$ cat config.mk
export PLATFORM = sky130hd
export DESIGN_NAME = rv32_muldiv_unit
export DESIGN_NICKNAME = d
export VERILOG_FILES = /design/src/rtl/rv32_pkg.sv /design/src/rtl/muldiv_sign_fix.sv /design/src/rtl/rv32_muldiv_unit.sv
export SDC_FILE = /design/constraint.sdc
export NUM_CORES = 1
export LEC_CHECK = 0
export ABC_AREA = 1
export CAP_MARGIN = 10
export CORE_MARGIN = 2
export CORE_UTILIZATION = 34
export CTS_CLUSTER_DIAMETER = 80
export CTS_CLUSTER_SIZE = 14
export DETAILED_ROUTE_END_ITERATION = 8
export GPL_TIMING_DRIVEN = 0
export HOLD_SLACK_MARGIN = 0.1
export PLACE_DENSITY = 0.51
export SYNTH_ARGS = -nofsm -noshare
export SYNTH_HDL_FRONTEND = slang
export SYNTH_SLANG_ARGS = --single-unit
$ cat constraint.sdc
create_clock -name clk -period 4.85 [get_ports clk]
set_input_delay 0.97 -clock clk [delete_from_list [all_inputs] [get_ports clk]]
set_output_delay 0.97 -clock clk [all_outputs]
set_load 0.02 [all_outputs]
$ cat src/rtl/rv32_pkg.sv
// Shared RV32 constants used by the EX-stage multiply/divide unit:
// M-extension funct3 codes, multi-cycle FSM states and divide special results.
package rv32_pkg;

    localparam logic [2:0] M_MUL    = 3'd0;
    localparam logic [2:0] M_MULH   = 3'd1;
    localparam logic [2:0] M_MULHSU = 3'd2;
    localparam logic [2:0] M_MULHU  = 3'd3;
    localparam logic [2:0] M_DIV    = 3'd4;
    localparam logic [2:0] M_DIVU   = 3'd5;
    localparam logic [2:0] M_REM    = 3'd6;
    localparam logic [2:0] M_REMU   = 3'd7;

    localparam logic [31:0] DIV_BY_ZERO_Q = '1;

    typedef enum logic [1:0] {
        MD_IDLE = 2'd0,
        MD_CALC = 2'd1,
        MD_FIX  = 2'd2,
        MD_DONE = 2'd3
    } md_state_t;

endpackage

$ cat src/rtl/muldiv_sign_fix.sv
// Sign handling for the multiply/divide unit: operand magnitudes at accept time,
// and sign correction plus output-word selection in the FIX state.
module muldiv_sign_fix
    import rv32_pkg::*;
#(
    parameter int DATA_WIDTH = 32
) (
    input  logic [2:0]              funct3,
    input  logic [DATA_WIDTH-1:0]   data_1,
    input  logic [DATA_WIDTH-1:0]   data_2,
    output logic                    sign_1,
    output logic                    sign_2,
    output logic [DATA_WIDTH-1:0]   mag_1,
    output logic [DATA_WIDTH-1:0]   mag_2,
    input  logic [2:0]              fix_funct3,
    input  logic                    fix_sign_1,
    input  logic                    fix_sign_2,
    input  logic [2*DATA_WIDTH-1:0] product,
    input  logic [DATA_WIDTH-1:0]   quotient,
    input  logic [DATA_WIDTH-1:0]   remainder,
    output logic [DATA_WIDTH-1:0]   result
);

    logic op1_signed;
    logic op2_signed;
    logic [2*DATA_WIDTH-1:0] prod_fixed;
    logic [DATA_WIDTH-1:0]   quo_fixed;
    logic [DATA_WIDTH-1:0]   rem_fixed;

    // MULHSU treats only rs1 as signed; the U variants treat neither.
    always_comb begin
        op1_signed = 1'b0;
        op2_signed = 1'b0;
        case (funct3)
            M_MUL, M_MULH, M_DIV, M_REM: begin
                op1_signed = 1'b1;
                op2_signed = 1'b1;
            end
            M_MULHSU: op1_signed = 1'b1;
            default: ;
        endcase
    end

    assign sign_1 = op1_signed & data_1[DATA_WIDTH-1];
    assign sign_2 = op2_signed & data_2[DATA_WIDTH-1];
    assign mag_1  = sign_1 ? -data_1 : data_1;
    assign mag_2  = sign_2 ? -data_2 : data_2;

    always_comb begin
        prod_fixed = (fix_sign_1 ^ fix_sign_2) ? -product : product;
        quo_fixed  = (fix_sign_1 ^ fix_sign_2) ? -quotient : quotient;
        rem_fixed  = fix_sign_1 ? -remainder : remainder;
        case (fix_funct3)
            M_MUL:                      result = prod_fixed[DATA_WIDTH-1:0];
            M_MULH, M_MULHSU, M_MULHU:  result = prod_fixed[2*DATA_WIDTH-1:DATA_WIDTH];
            M_DIV, M_DIVU:              result = quo_fixed;
            default:                    result = rem_fixed;
        endcase
    end

endmodule

$ cat src/rtl/rv32_muldiv_unit.sv
// Iterative RV32M multiply/divide unit: radix-2 shift-add multiply and restoring
// divide on operand magnitudes, one bit per cycle, with a start/busy/done handshake.
module rv32_muldiv_unit
    import rv32_pkg::*;
#(
    parameter int DATA_WIDTH = 32
) (
    input  logic                  clk,
    input  logic                  rst,
    input  logic                  start_in,
    input  logic [2:0]            funct3_in,
    input  logic [DATA_WIDTH-1:0] data_1_in,
    input  logic [DATA_WIDTH-1:0] data_2_in,
    input  logic                  flush_in,
    output logic                  busy_out,
    output logic                  done_out,
    output logic [DATA_WIDTH-1:0] result_out
);

    localparam int CNT_W = $clog2(DATA_WIDTH);
    localparam logic [CNT_W-1:0]      CNT_LAST   = CNT_W'(DATA_WIDTH - 1);
    localparam logic [DATA_WIDTH-1:0] SIGNED_MIN = {1'b1, {(DATA_WIDTH-1){1'b0}}};

    md_state_t state;

    logic [2:0]              funct3_q;
    logic                    sign_1_q;
    logic                    sign_2_q;
    logic [2*DATA_WIDTH-1:0] acc;
    logic [DATA_WIDTH-1:0]   rem;
    logic [DATA_WIDTH-1:0]   operand_q;
    logic [DATA_WIDTH-1:0]   shreg;
    logic [CNT_W-1:0]        cnt;

    logic                  sign_1;
    logic                  sign_2;
    logic [DATA_WIDTH-1:0] mag_1;
    logic [DATA_WIDTH-1:0] mag_2;
    logic [DATA_WIDTH-1:0] fix_result;

    logic                  is_div_in;
    logic                  is_rem_in;
    logic                  div_zero;
    logic                  div_ovf;
    logic [DATA_WIDTH-1:0] special_result;

    logic [DATA_WIDTH-1:0] mul_addend;
    logic [DATA_WIDTH:0]   mul_sum;
    logic [DATA_WIDTH:0]   rem_shift;
    logic [DATA_WIDTH:0]   rem_diff;
    logic                  rem_ge;

    muldiv_sign_fix #(.DATA_WIDTH(DATA_WIDTH)) u_sign_fix (
        .funct3     (funct3_in),
        .data_1     (data_1_in),
        .data_2     (data_2_in),
        .sign_1     (sign_1),
        .sign_2     (sign_2),
        .mag_1      (mag_1),
        .mag_2      (mag_2),
        .fix_funct3 (funct3_q),
        .fix_sign_1 (sign_1_q),
        .fix_sign_2 (sign_2_q),
        .product    (acc),
        .quotient   (shreg),
        .remainder  (rem),
        .result     (fix_result)
    );

    always_comb begin
        is_div_in = funct3_in[2];
        is_rem_in = (funct3_in == M_REM) || (funct3_in == M_REMU);
        div_zero  = is_div_in && (data_2_in == '0);
        div_ovf   = ((funct3_in == M_DIV) || (funct3_in == M_REM))
                    && (data_1_in == SIGNED_MIN) && (data_2_in == '1);
        special_result = '0;
        if (div_zero)
            special_result = is_rem_in ? data_1_in : DIV_BY_ZERO_Q;
        else if (div_ovf)
            special_result = is_rem_in ? '0 : SIGNED_MIN;
    end

    // Remainder stays below the divisor, so the shifted value fits in W+1 bits and
    // the borrow of the W+1-bit difference is exactly "shifted < divisor".
    always_comb begin
        mul_addend = shreg[0] ? operand_q : '0;
        mul_sum    = {1'b0, acc[2*DATA_WIDTH-1:DATA_WIDTH]} + {1'b0, mul_addend};
        rem_shift  = {rem, shreg[DATA_WIDTH-1]};
        rem_diff   = rem_shift - {1'b0, operand_q};
        rem_ge     = ~rem_diff[DATA_WIDTH];
    end

    always_ff @(posedge clk) begin
        if (rst) begin
            state      <= MD_IDLE;
            cnt        <= '0;
            result_out <= '0;
            funct3_q   <= '0;
            sign_1_q   <= 1'b0;
            sign_2_q   <= 1'b0;
            acc        <= '0;
            rem        <= '0;
            operand_q  <= '0;
            shreg      <= '0;
        end else if (flush_in) begin
            state <= MD_IDLE;
        end else begin
            case (state)
                MD_IDLE, MD_DONE: begin
                    if (start_in) begin
                        funct3_q <= funct3_in;
                        sign_1_q <= sign_1;
                        sign_2_q <= sign_2;
                        cnt      <= '0;
                        acc      <= '0;
                        rem      <= '0;
                        // Divide shifts the dividend out of shreg; multiply shifts the multiplier.
                        if (is_div_in) begin
                            operand_q <= mag_2;
                            shreg     <= mag_1;
                        end else begin
                            operand_q <= mag_1;
                            shreg     <= mag_2;
                        end
                        if (div_zero || div_ovf) begin
                            result_out <= special_result;
                            state      <= MD_DONE;
                        end else begin
                            state <= MD_CALC;
                        end
                    end else begin
                        state <= MD_IDLE;
                    end
                end
                MD_CALC: begin
                    if (funct3_q[2]) begin
                        rem   <= rem_ge ? rem_diff[DATA_WIDTH-1:0] : rem_shift[DATA_WIDTH-1:0];
                        shreg <= {shreg[DATA_WIDTH-2:0], rem_ge};
                    end else begin
                        acc   <= {mul_sum, acc[DATA_WIDTH-1:1]};
                        shreg <= shreg >> 1;
                    end
                    cnt <= cnt + CNT_W'(1);
                    if (cnt == CNT_LAST)
                        state <= MD_FIX;
                end
                MD_FIX: begin
                    result_out <= fix_result;
                    state      <= MD_DONE;
                end
                default: state <= MD_IDLE;
            endcase
        end
    end

    assign busy_out = (state == MD_CALC) || (state == MD_FIX);
    assign done_out = (state == MD_DONE);

endmodule
==> impl_metrics.py <==
metrics = {
    "timing": {
        "hold_viol": 0,
        "rsz0062_at_grt": "no",
        "maxSlewHeadroom_pct": 16.29,
        "fin_crit_sh_pct": 85.65,
        "holdWs_ps": 463.9,
        "fin_crit_ps": 4154,
        "setup_tns_ps": 0,
        "worst_pin_slew_ps": 1251,
        "drv_slew": 0,
        "setup_violations": 0,
        "fmax_mhz": 240.7,
        "clock_skew_ps": 20.29,
    },
    "floorplan": {
        "fp.dieW_um": 248.9,
        "fp.dieArea_mm2": 0.06193,
        "core_area_mm2": 0.05913,
        "start_util_pct": 34.47,
        "fp-row-count": 89,
        "fp.dieH_um": 248.9,
        "ios": 105,
    },
    "yosys": {
        "syn_nets": 3760,
        "synth-adder-area-share_pct": 4.800,
        "synth_commonest_cells": "nand2_1, nor2_1, inv_1",
        "async_flop_share_pct": 0,
        "synth_top_area_share_pct": 20.04,
        "yosysWarningCount": 0,
        "synth_seq_cells": 204,
        "synth_cell_types": 58,
        "muxShareOfSynthArea_pct": 0,
        "syn_area_per_cell_um2": 5.643,
        "netlist_area_mm2": 0.02038,
        "synth-xor-area-share_pct": 3.309,
        "yosys.area.top_type": "dfxtp_1",
        "synth_compound_area_share_pct": 20.02,
        "yosysSeqAreaShare_pct": 20.04,
        "ys.flop_type": "dfxtp_1",
        "syn_inst": 3612,
        "ys_top_cells_by_area": "dfxtp_1, nand2_1, nand3_1",
        "synth_most_common_cell": "nand2_1",
        "yosys.area_share.simple_pct": 41.35,
        "synth_edf_count": 0,
        "synth_top_family_by_area": "simple AND/OR/NAND/NOR gates",
    },
    "detailed_routing": {
        "drt_pre_antenna_iters": 8,
        "drt-wirelength-per-cell_um": 23.14,
        "drtAntennaViolNets": 0,
        "vias": 25220,
        "wl_um": 104800,
        "route.detailed.drc": 0,
        "drt-initial-drc-count": 2906,
        "avgViaCountPerCell": 5.569,
    },
    "setup_path": {
        "cp.arrival_ps": 4640,
        "critical_path.top_delay_family": "simple AND/OR/NAND/NOR gates",
        "worstPathCellList": "clkdlybuf4s50_1, inv_1, ha_1, nand2_1, nor2_1, inv_1, nor2_1, nand2_1, nor2_1, nand3_1, nand3_1, nand2_2, buf_2, a21oi_1, nand2_1, a21oi_1",
        "crit_path_start": "data_1_in[0]",
        "r2r-end": "acc[61]$_SDFFE_PP0P_",
        "crit_required_ps": 5340,
        "crit_type": "in -> reg",
        "cp_slowest_cell": "clkdlybuf4s50_1",
        "startpoint_type": "primary input",
        "r2r_start": "shreg[0]$_SDFFE_PP0P_",
        "reg2regPathDepth": 19,
        "cp-end-kind": "register",
        "rrSetupSlack_ps": 1100,
        "worstPathMaxFanout": 10,
        "slowest_delay_ps": 560,
        "path_buf_inv": 4,
    },
    "cts": {
        "clockRootBuffer": "clkbuf_16",
        "cts.clk_slew.worst_paths_ps": 60,
        "post_cts_buffers": 0,
        "clk_latency_ps": 580,
        "ctsResizeCount": 0,
        "htreeDepth": 1,
        "ctsHoldBuffers": 0,
        "cts_made_buffers": 24,
        "cts_tree": "done",
        "clock_sinks": 204,
        "clk_path_buf_depth": 3,
    },
    "finish": {
        "fin_util_pct": 39.23,
        "drive_gt1_share_pct": 3.571,
        "fin_cells": 4528,
        "syn_to_final_growth_pct": 13.79,
        "fin_nets": 3889,
    },
    "global_route": {
        "grt_pass1_vias": 23260,
        "use_met2_pct": 50.77,
        "grt_first_pass_wirelength_um": 152200,
        "grt.busiest_layer": "met2",
        "grt_max_degree": 15,
        "grt-ovfl-total": 0,
        "met3_usage_pct": 4.692,
        "grt_use_total_pct": 32.67,
        "grt_util_met1_pct": 44.10,
        "antenna_found_initial": 4,
    },
    "power": {
        "leakage_nw": 10.91,
        "ir_worst_vdd_v": 0.0002120,
        "internal_power_mw": 3.207,
        "p_switching_mw": 2.081,
        "p_seq_share_pct": 34.7,
        "p_per_area_mw_per_mm2": 228.0,
        "p_comb_share_pct": 29.5,
        "clockPowerShare_pct": 35.8,
        "netSwitchingFraction_pct": 39.35,
    },
    "placed_design": {
        "gp_congestion": 1.058,
        "port_buffers": 102,
        "place_inst": 4488,
        "place_hpwl_um": 87940,
    },
    "worst_hold_path": {
        "hp-start": "result_out[11]$_SDFFE_PP0P_",
        "hp-class": "reg -> reg",
        "hold_path_end": "result_out[11]$_SDFFE_PP0P_",
        "hold_path_depth": 2,
    },
    "outcome": {
        "status": "finished clean",
    },
    "job": {
        "cap_violations": 0,
    },
}
state kept, by name (all words and copies together), names as in the netlist, 2 cells and up:
| name | count |
|---|---|
| cnt | 5 |
| shreg | 32 |
| acc | 64 |
| result_out | 32 |
| operand_q | 32 |
| state | 2 |
| funct3_q | 3 |
| rem | 32 |
worst max path at each step:
| stage | cells past startpoint | endpoint | slack [ps] |
|---|---|---|---|
| after floorplan | 19 | acc[61]$_SDFFE_PP0P_ | 2180 |
| after global placement | 15 | result_out[1]$_SDFFE_PP0P_ | 300 |
| after detailed placement | 15 | result_out[1]$_SDFFE_PP0P_ | 350 |
| after CTS | 16 | result_out[11]$_SDFFE_PP0P_ | 930 |
| after global routing | 15 | result_out[1]$_SDFFE_PP0P_ | 600 |
| final | 16 | result_out[12]$_SDFFE_PP0P_ | 700 |
power by group through the flow:
| stage | sequential (mW) | clock (mW) | combinational (mW) |
|---|---|---|---|
| after CTS | 1.83 | 1.92 | 1.52 |
| after detailed placement | 1.86 | 0 | 1.51 |
| after floorplan | 1.82 | 0 | 0.935 |
| after global placement | 1.87 | 0 | 1.51 |
| final | 1.84 | 1.89 | 1.56 |
| after global routing | 1.84 | 1.96 | 1.69 |
cell type report:
type                    instances  area [µm²]
diodes                          3       7.507
plain buffers                 135       564.3
clock buffers                  24       600.6
clock inverters                13       187.7
fillers                      6755       35940
inverters                     419        1573
multi-input cells            2854       14160
flip-flops and latches        204        4084
well taps                     773       967.2
repair buffers                103        1049
cell usage in the layout, fill, tap and decap left out, types with 4 or more instances in the layout:
cell,count
a211oi_1,4
a21boi_0,15
a21o_1,6
a21oi_1,301
a21oi_2,18
a221oi_1,28
a22oi_1,14
a31oi_1,12
buf_1,12
buf_2,18
clkbuf_1,101
clkbuf_16,24
clkdlybuf4s50_1,102
clkinv_1,4
clkinv_8,4
dfxtp_1,204
ha_1,75
inv_1,402
inv_2,13
nand2_1,997
nand2_2,7
nand3_1,388
nand3b_1,24
nand4_1,62
nor2_1,423
nor2_2,6
nor3_1,34
nor4_1,6
o2111ai_1,4
o211ai_1,32
o21a_1,4
o21ai_0,240
o21ai_1,17
o21bai_1,7
o221ai_1,7
o31ai_1,4
or2_2,13
xnor2_1,23
xor2_1,54
kinds of logic (layout without fill, tap and decap cells):
family          Yosys count  in the layout
compound gates          722            722
xor+xnor                 77             77
fa+ha+maj                77             77
buf+inv                 554            694
flops                   204            204
other cells               0              3
simple gates           1978           1978
metrics by stage:
stage               worst slack, ps  power [mW]  cell area (µm²)
floorplan                      2176       2.751            20380
global placement              296.5       3.379            22370
detailed placement            348.6       3.375            22400
CTS                           934.6       5.264            23190
global route                  596.4       5.488            23190
finish                        696.1       5.288            23190
per-layer routing:
| metal | vias up | wire length (µm) |
|---|---|---|
| li1 | 12220 | - |
| met1 | 11670 | 45280 |
| met2 | 1094 | 44800 |
| met3 | 225 | 8768 |
| met4 | 2 | 5895 |
| met5 | - | 10 |
worst register-to-register path, cell delays in order, from the launching register on:
cell	delay, ps
dfxtp_1	310
clkbuf_1	410
clkbuf_1	390
nand2_1	130
inv_1	90
ha_1	200
inv_1	70
fa_1	410
inv_1	70
nand3_1	60
nand2_1	190
a21oi_1	120
o21ai_0	460
nand2_1	100
nand2_1	160
nand3b_1	140
nand2_1	80
nand2_1	50
nand3_1	90
a21oi_1	80
Note: power is estimated with default switching activity, not from simulation.
